### src/rtl/seq_hit_logger.sv
// seq_hit_logger: records the free-running timestamp of each detector match in a FIFO,
// with a saturating match count and a sticky overflow flag.
module seq_hit_logger #(
  parameter int TS_W = 16,
  parameter int DEPTH = 8,
  parameter int AW = 3
) (
  input  logic            clk,
  input  logic            rst,
  input  logic            hit,
  input  logic            clr,
  input  logic            rd_en,
  output logic [TS_W-1:0] rd_data,
  output logic            rd_valid,
  output logic            empty,
  output logic            full,
  output logic [AW:0]     level,
  output logic [15:0]     hit_count,
  output logic            overflow
);
  logic [TS_W-1:0] ts;
  logic [TS_W-1:0] mem [DEPTH];
  logic [AW-1:0]   wptr, rptr;
  logic            rd_ok, wr_ok;
  assign empty = level == '0;
  assign full  = level == (AW+1)'(DEPTH);
  assign rd_ok = rd_en && !empty;
  // a full FIFO still accepts a hit when a pop frees the slot on the same edge
  assign wr_ok = hit && (!full || rd_ok);
  always_ff @(posedge clk or negedge rst)
    if (!rst) ts <= '0;
    else ts <= ts + 1'b1;
  always_ff @(posedge clk)
    if (wr_ok && !clr) mem[wptr] <= ts;
  always_ff @(posedge clk or negedge rst)
    if (!rst) begin
      wptr      <= '0;
      rptr      <= '0;
      level     <= '0;
      hit_count <= '0;
      overflow  <= 1'b0;
      rd_valid  <= 1'b0;
      rd_data   <= '0;
    end else if (clr) begin
      wptr      <= '0;
      rptr      <= '0;
      level     <= '0;
      hit_count <= '0;
      overflow  <= 1'b0;
      rd_valid  <= 1'b0;
    end else begin
      rd_valid <= rd_ok;
      if (rd_ok) rd_data <= mem[rptr];
      rptr      <= rd_ok ? rptr + 1'b1 : rptr;
      wptr      <= wr_ok ? wptr + 1'b1 : wptr;
      level     <= level + (AW+1)'(wr_ok) - (AW+1)'(rd_ok);
      hit_count <= (hit && hit_count != 16'hFFFF) ? hit_count + 16'd1 : hit_count;
      overflow  <= overflow || (hit && !wr_ok);
    end
endmodule

### config.mk
export PLATFORM = sky130hd
export DESIGN_NAME = seq_hit_logger
export DESIGN_NICKNAME = d
export VERILOG_FILES = /design/src/rtl/seq_hit_logger.sv
export SDC_FILE = /design/constraint.sdc
export NUM_CORES = 1
export LEC_CHECK = 0
export CORE_ASPECT_RATIO = 0.6
export CORE_UTILIZATION = 60
export CTS_BUF_LIST = sky130_fd_sc_hd__clkbuf_8
export CTS_CLUSTER_SIZE = 12
export DETAILED_ROUTE_END_ITERATION = 16
export GPL_TIMING_DRIVEN = 1
export PLACE_DENSITY = 0.88
export SETUP_SLACK_MARGIN = 0.5
export SLEW_MARGIN = 5
export SYNTH_ARGS = -nofsm -noshare
export SYNTH_HDL_FRONTEND = slang
export SYNTH_SLANG_ARGS = --single-unit
### constraint.sdc
create_clock -name clk -period 5.42 [get_ports clk]
set_input_delay 0.542 -clock clk [delete_from_list [all_inputs] [get_ports clk]]
set_output_delay 0.542 -clock clk [all_outputs]
set_load 0.02 [all_outputs]
Word level (Yosys, flattened, before mapping)
Memories as Yosys holds them, arrays and structs flattened. A register that Yosys moved wholly into a read port is not among the register bits.
Index checks and enable logic that the tools add are counted.
{ "word_totals": {"regBits": 44, "ramBits": 128, "in_bits": 5, "output_inout_bits": 40, "wordCells": 45, "memories": 1} }
{ "op_classes": {"add_sub_neg": 6, "eq_ne": 2, "muxes": 11, "bitwise_logic": 1, "n_reduce_logical": 17} }
{ "mem_list": {"columns": ["memory", "depth", "width", "rd", "rd_ports_with_merged_regs", "write_ports", "line_no", "text"], "rows": [
  ["mem", 8, 16, 1, 1, 1, "22", "logic [TS_W-1:0] mem [DEPTH];"]
]} }
{ "op_table": {"columns": ["cell", "count"], "rows": [
  ["adder 16 x 1 -> 16 bit (second input constant)", 2],
  ["2-to-1 mux 16 bit", 2],
  ["!= test 16 bit (second input constant)", 1],
  ["2-to-1 mux 3 bit", 4],
  ["adder 3 x 1 -> 3 bit (second input constant)", 2],
  ["nonzero test 2 bit", 3],
  ["logical AND 1 bit", 5],
  ["zero test 1 bit", 5],
  ["adder 4 x 1 -> 4 bit", 1],
  ["equality test 4 bit (second input constant)", 1],
  ["zero test 4 bit", 1],
  ["2-to-1 mux 1 bit", 4],
  ["2-to-1 mux 4 bit", 1],
  ["subtractor 4 x 1 -> 4 bit", 1],
  ["logical OR 1 bit", 2],
  ["AND reduction 2 bit", 1],
  ["NOT 1 bit", 1]
]} }

Longest topological paths before layout
{ "logic_depth": {"depth_word": 9, "ltp_mapped": 11} }

Worst setup path after synthesis
OpenSTA, ideal clock, no wires.
{ "synth_timing": {"path_type": "reg-to-reg", "from": "register level[2]", "to": "memory mem[1][0], enable pin", "arrival_ns": 2.771, "required_ns": 5.011, "slack_ns": 2.239, "stages_incl_launch_ff": 7, "period_less_slack_ns": 3.181, "cell_sequence": "dfrtp_1 inv_1 ha_1 or3b_2 o21ai_0 or3b_2 nor3_1"} }
{ "synth_between": {"elab_chain_cells": 8} }
{ "synth_rtl": {"columns": ["element", "line_no", "text"], "rows": [
  ["from (decl)", "17", "output logic [AW:0] level,"],
  ["from (signal assigned)", "56", "level <= level + (AW+1)'(wr_ok) - (AW+1)'(rd_ok);"],
  ["zero test 4 bit", "25", "assign empty = level == '0;"],
  ["zero test 1 bit", "27", "assign rd_ok = rd_en && !empty;"],
  ["logical AND 1 bit", "27", null],
  ["logical OR 1 bit *", "29", "assign wr_ok = hit && (!full || rd_ok);"],
  ["logical AND 1 bit *", "29", null],
  ["logical AND 1 bit *", "34", "if (wr_ok && !clr) mem[wptr] <= ts;"],
  ["2-to-1 mux 1 bit *", "34", null],
  ["2-to-1 mux 1 bit (implied by the code) *", "34", null],
  ["to (decl)", "22", null]
]} }
Mark *: on every way between the ends. The rest lies on a longest branch, timed or not.

Worst setup path after layout
{ "layout_timing": {"from": "register level[2]", "to": "output empty"} }
{ "layout_between": {"elab_chain_cells": 1} }
{ "layout_rtl": {"columns": ["element", "line_no", "text"], "rows": [
  ["zero test 4 bit", "25", null],
  ["to (decl)", "15", "output logic empty,"]
]} }
No other way between the ends.

==> reports/qor.csv <==
metric,value,unit
insertion delay to the later sink of the worst-skew pair,0.45,ns
DR pass1 iterations,5,
Top-Level Pins,45,
diode count,0,
Slew HR,0.173,
CP max FO,4,
initial antenna violation count,0,
Synth Area in Compound Gates,0.0376,
critical path cell sequence,"inv_1, ha_1, or3b_2, inv_1, clkdlybuf4s50_1",
wire length of the first global-routing pass,23.1,mm
Wirelength per Cell,21.4,um
crit end category,output pin,
Nets,533,
Die Ht,89.3,um
H-tree levels,4,
Max-Cap Viols,0,
register area share after synthesis,0.701,
Post-Syn Area,7620,um^2
pwr dens,400,nW/um^2
Worst path most repeated cell,inv_1,
Rows,31,
"EDFF count, synth",128,
CORE AREA,12200,um^2
Multi-input gate area,2180,um^2
CP top delay family,buffers and inverters,
"count leader, synth",edfxtp_1,
Area Growth Syn to Fin,13.3,%
cts hold-fix bufs,0,
ys async rst share,0.319,
effective utilization at floorplan,0.624,
"Setup violations, final",0,
clock sink count,188,
Final Critical Period,2.93,ns
critical path type,register to output pin,
clock-pin slew on the worst setup and hold paths,0.10,ns
Mapped Avg Cell Area,16.5,um^2
skew final,0.0224,ns
synthesized net count,478,
Final GP Congestion,0.788,
f_max,0.341,GHz
vias per inst,6.14,
largest net degree at the start of global routing,61,
post_cts resized,0,
CTS root buf,clkbuf_8,
Leakage,0.00312,uW
CP Buf/Inv Count,3,
status,"finished, final reports clean",
final hold vios,0,
Post-Synth Adder-Cell Area,0.0174,
Seq cells post-synth,188,
arrival time at the worst endpoint,2.39,ns
post-synthesis simple-gate area fraction,0.0832,
grt ovf,0,
register area,5350,um^2
Post-DP Area,8280,um^2
cts bufs inserted,17,
postcts setup bufs,0,
largest family of logic cells by synthesized area,multiplexers,
XOR/XNOR Fraction of Synth Area,0.0241,
final cycle utilization of the critical path,0.541,
Worst Setup Start Kind,register,
I/O Buffers,44,
via count,4275,
fillers,765,
post-synth top area share,0.504,
synth unique cells,46,
"area leader, netlist",edfxtp_1,
setup TNS,0,ns
max incr delay on CP,0.63,ns
DRT iter0 DRCs,351,
Final HPWL DP,9.40,mm
Horiz. Die Dim,148,um
final antenna-violating net count,0,
commonest cells in the netlist,"edfxtp_1 (128), dfrtp_1 (60), nor2_1 (42)",
top_reg_cell synth,edfxtp_1,
CTS tree,yes,
Die ar.,13200,um^2
worst vdd ir,227,uV
slowest CP cell,clkdlybuf4s50_1,
Total GRT Usage,0.244,
RSZ-0062 raised after global routing,false,
CTS max path bufs,2,
"Design Area, Final",8640,um^2
fraction of layout cells with a size suffix above 1,0.162,
routed wire length,14.9,mm
Worst Path Required,4.88,ns
Post-Syn Instances,463,
post-synthesis mux area share,0.121,
yosys warns,0,
Area contributors post-synth,"edfxtp_1 (50%), dfrtp_1 (20%), mux4_2 (9.5%)",
number of remaining DRC errors,0,
Final Slew Violations,0,
Worst-Margin Slew,1.24,ns
number of global-route vias before repair,4221,
HP Class,input port to asynchronous set/reset pin,
-- logic make-up after synthesis --
group           count (synthesis)
flops                         188
simple gates                  120
mux                            52
compound gates                 45
buf+inv                        27
xor+xnor                       21
fa+ha+maj                      10
-- cells in the final DEF (no fill, tap or decap), types with 3 or more instances in the layout --
cell type,synthesis,routed
a21oi_1,25,25
dfrtp_1,60,58
buf_4,0,11
or3b_2,3,3
a41oi_1,3,3
clkbuf_8,0,17
nand4_1,6,6
inv_1,8,10
mux4_2,32,32
or3_1,5,5
mux2i_1,18,18
inv_6,0,3
xor2_1,10,10
nor3_1,10,8
nor2b_1,5,5
o21ai_0,4,4
xnor2_1,11,11
nor2_1,42,42
nand2_1,9,9
and4_1,6,6
edfxtp_1,128,128
ha_1,9,9
clkinv_4,0,3
clkinv_2,0,3
clkdlybuf4s50_1,0,43
and3_1,4,4
nand3_1,17,17
-- power breakdown --
group / leakage (uW) / internal (uW) / switching, uW / total, uW
combinational: 0.000915 / 449 / 427 / 875
sequential: 0.00202 / 1630 / 101 / 1740
clock: 0.000187 / 362 / 480 / 842
-- registers in the layout, summed over array words and instances (netlist names) --
register   flops
ts            16
rd_data       16
overflow       1
hit_count     16
mem          128
rptr           3
level          4
wptr           3
rd_valid       1
-- final timing paths --
| kind | start | slack, ns | endpoint | cells past startpoint |
|---|---|---|---|---|
| max | level[2] | 2.49 | empty | 5 |
| min | rst | 0.23 | rd_data[3] | 2 |
| max reg2reg | level[2] | 2.80 | level[2] | 10 |
| min reg2reg | overflow | 0.51 | overflow | 2 |
| max in group asynchronous | rst | 4.62 | ts[7] | 2 |
| min in group clk | overflow | 0.51 | overflow | 2 |
-- through the flow --
step / hold WS, ns / util / cells / total power, uW / worst slack [ns]
floorplan: 0.246 / - / 463 / 2330 / 2.24
global placement: 0.489 / 0.678 / 664 / 2620 / 2.42
detailed placement: 0.497 / 0.678 / 664 / 2650 / 2.28
CTS: 0.276 / 0.707 / 696 / 3480 / 2.46
global route: 0.282 / 0.707 / 696 / 3620 / 2.37
finish: 0.233 / 0.707 / 696 / 3450 / 2.49
-- worst reg2reg max path, stage by stage (launching register included) --
cell,delay [ns]
dfrtp_1,0.38
inv_1,0.10
ha_1,0.19
or3b_2,0.50
nand2_1,0.18
or2_2,0.18
o21ai_0,0.10
ha_1,0.22
fa_1,0.39
xnor2_1,0.17
nor2_1,0.05
-- layer usage --
metal | vias to the layer above | share of wire | routed length, um | track usage
li1 | 1900 | - | - | -
met1 | 2192 | 0.45 | 6710 | 0.354
met2 | 158 | 0.47 | 6940 | 0.376
met3 | 25 | 0.071 | 1060 | 0.0592
met4 | 0 | 0.013 | 193 | 0.0712
met5 | - | 0 | 0 | 0
-- area by class of cell --
| type | count | share of cell area |
|---|---|---|
| Sequential cell | 188 | 0.619 |
| Multi-Input combinational cell | 248 | 0.252 |
| Timing Repair Buffer | 55 | 0.0600 |
| Inverter | 8 | 0.00348 |
| Tap cell | 165 | 0.0239 |
| Clock buffer | 17 | 0.0271 |
| Clock inverter | 15 | 0.0143 |
No activity file was read; power rests on OpenSTA's default activity.
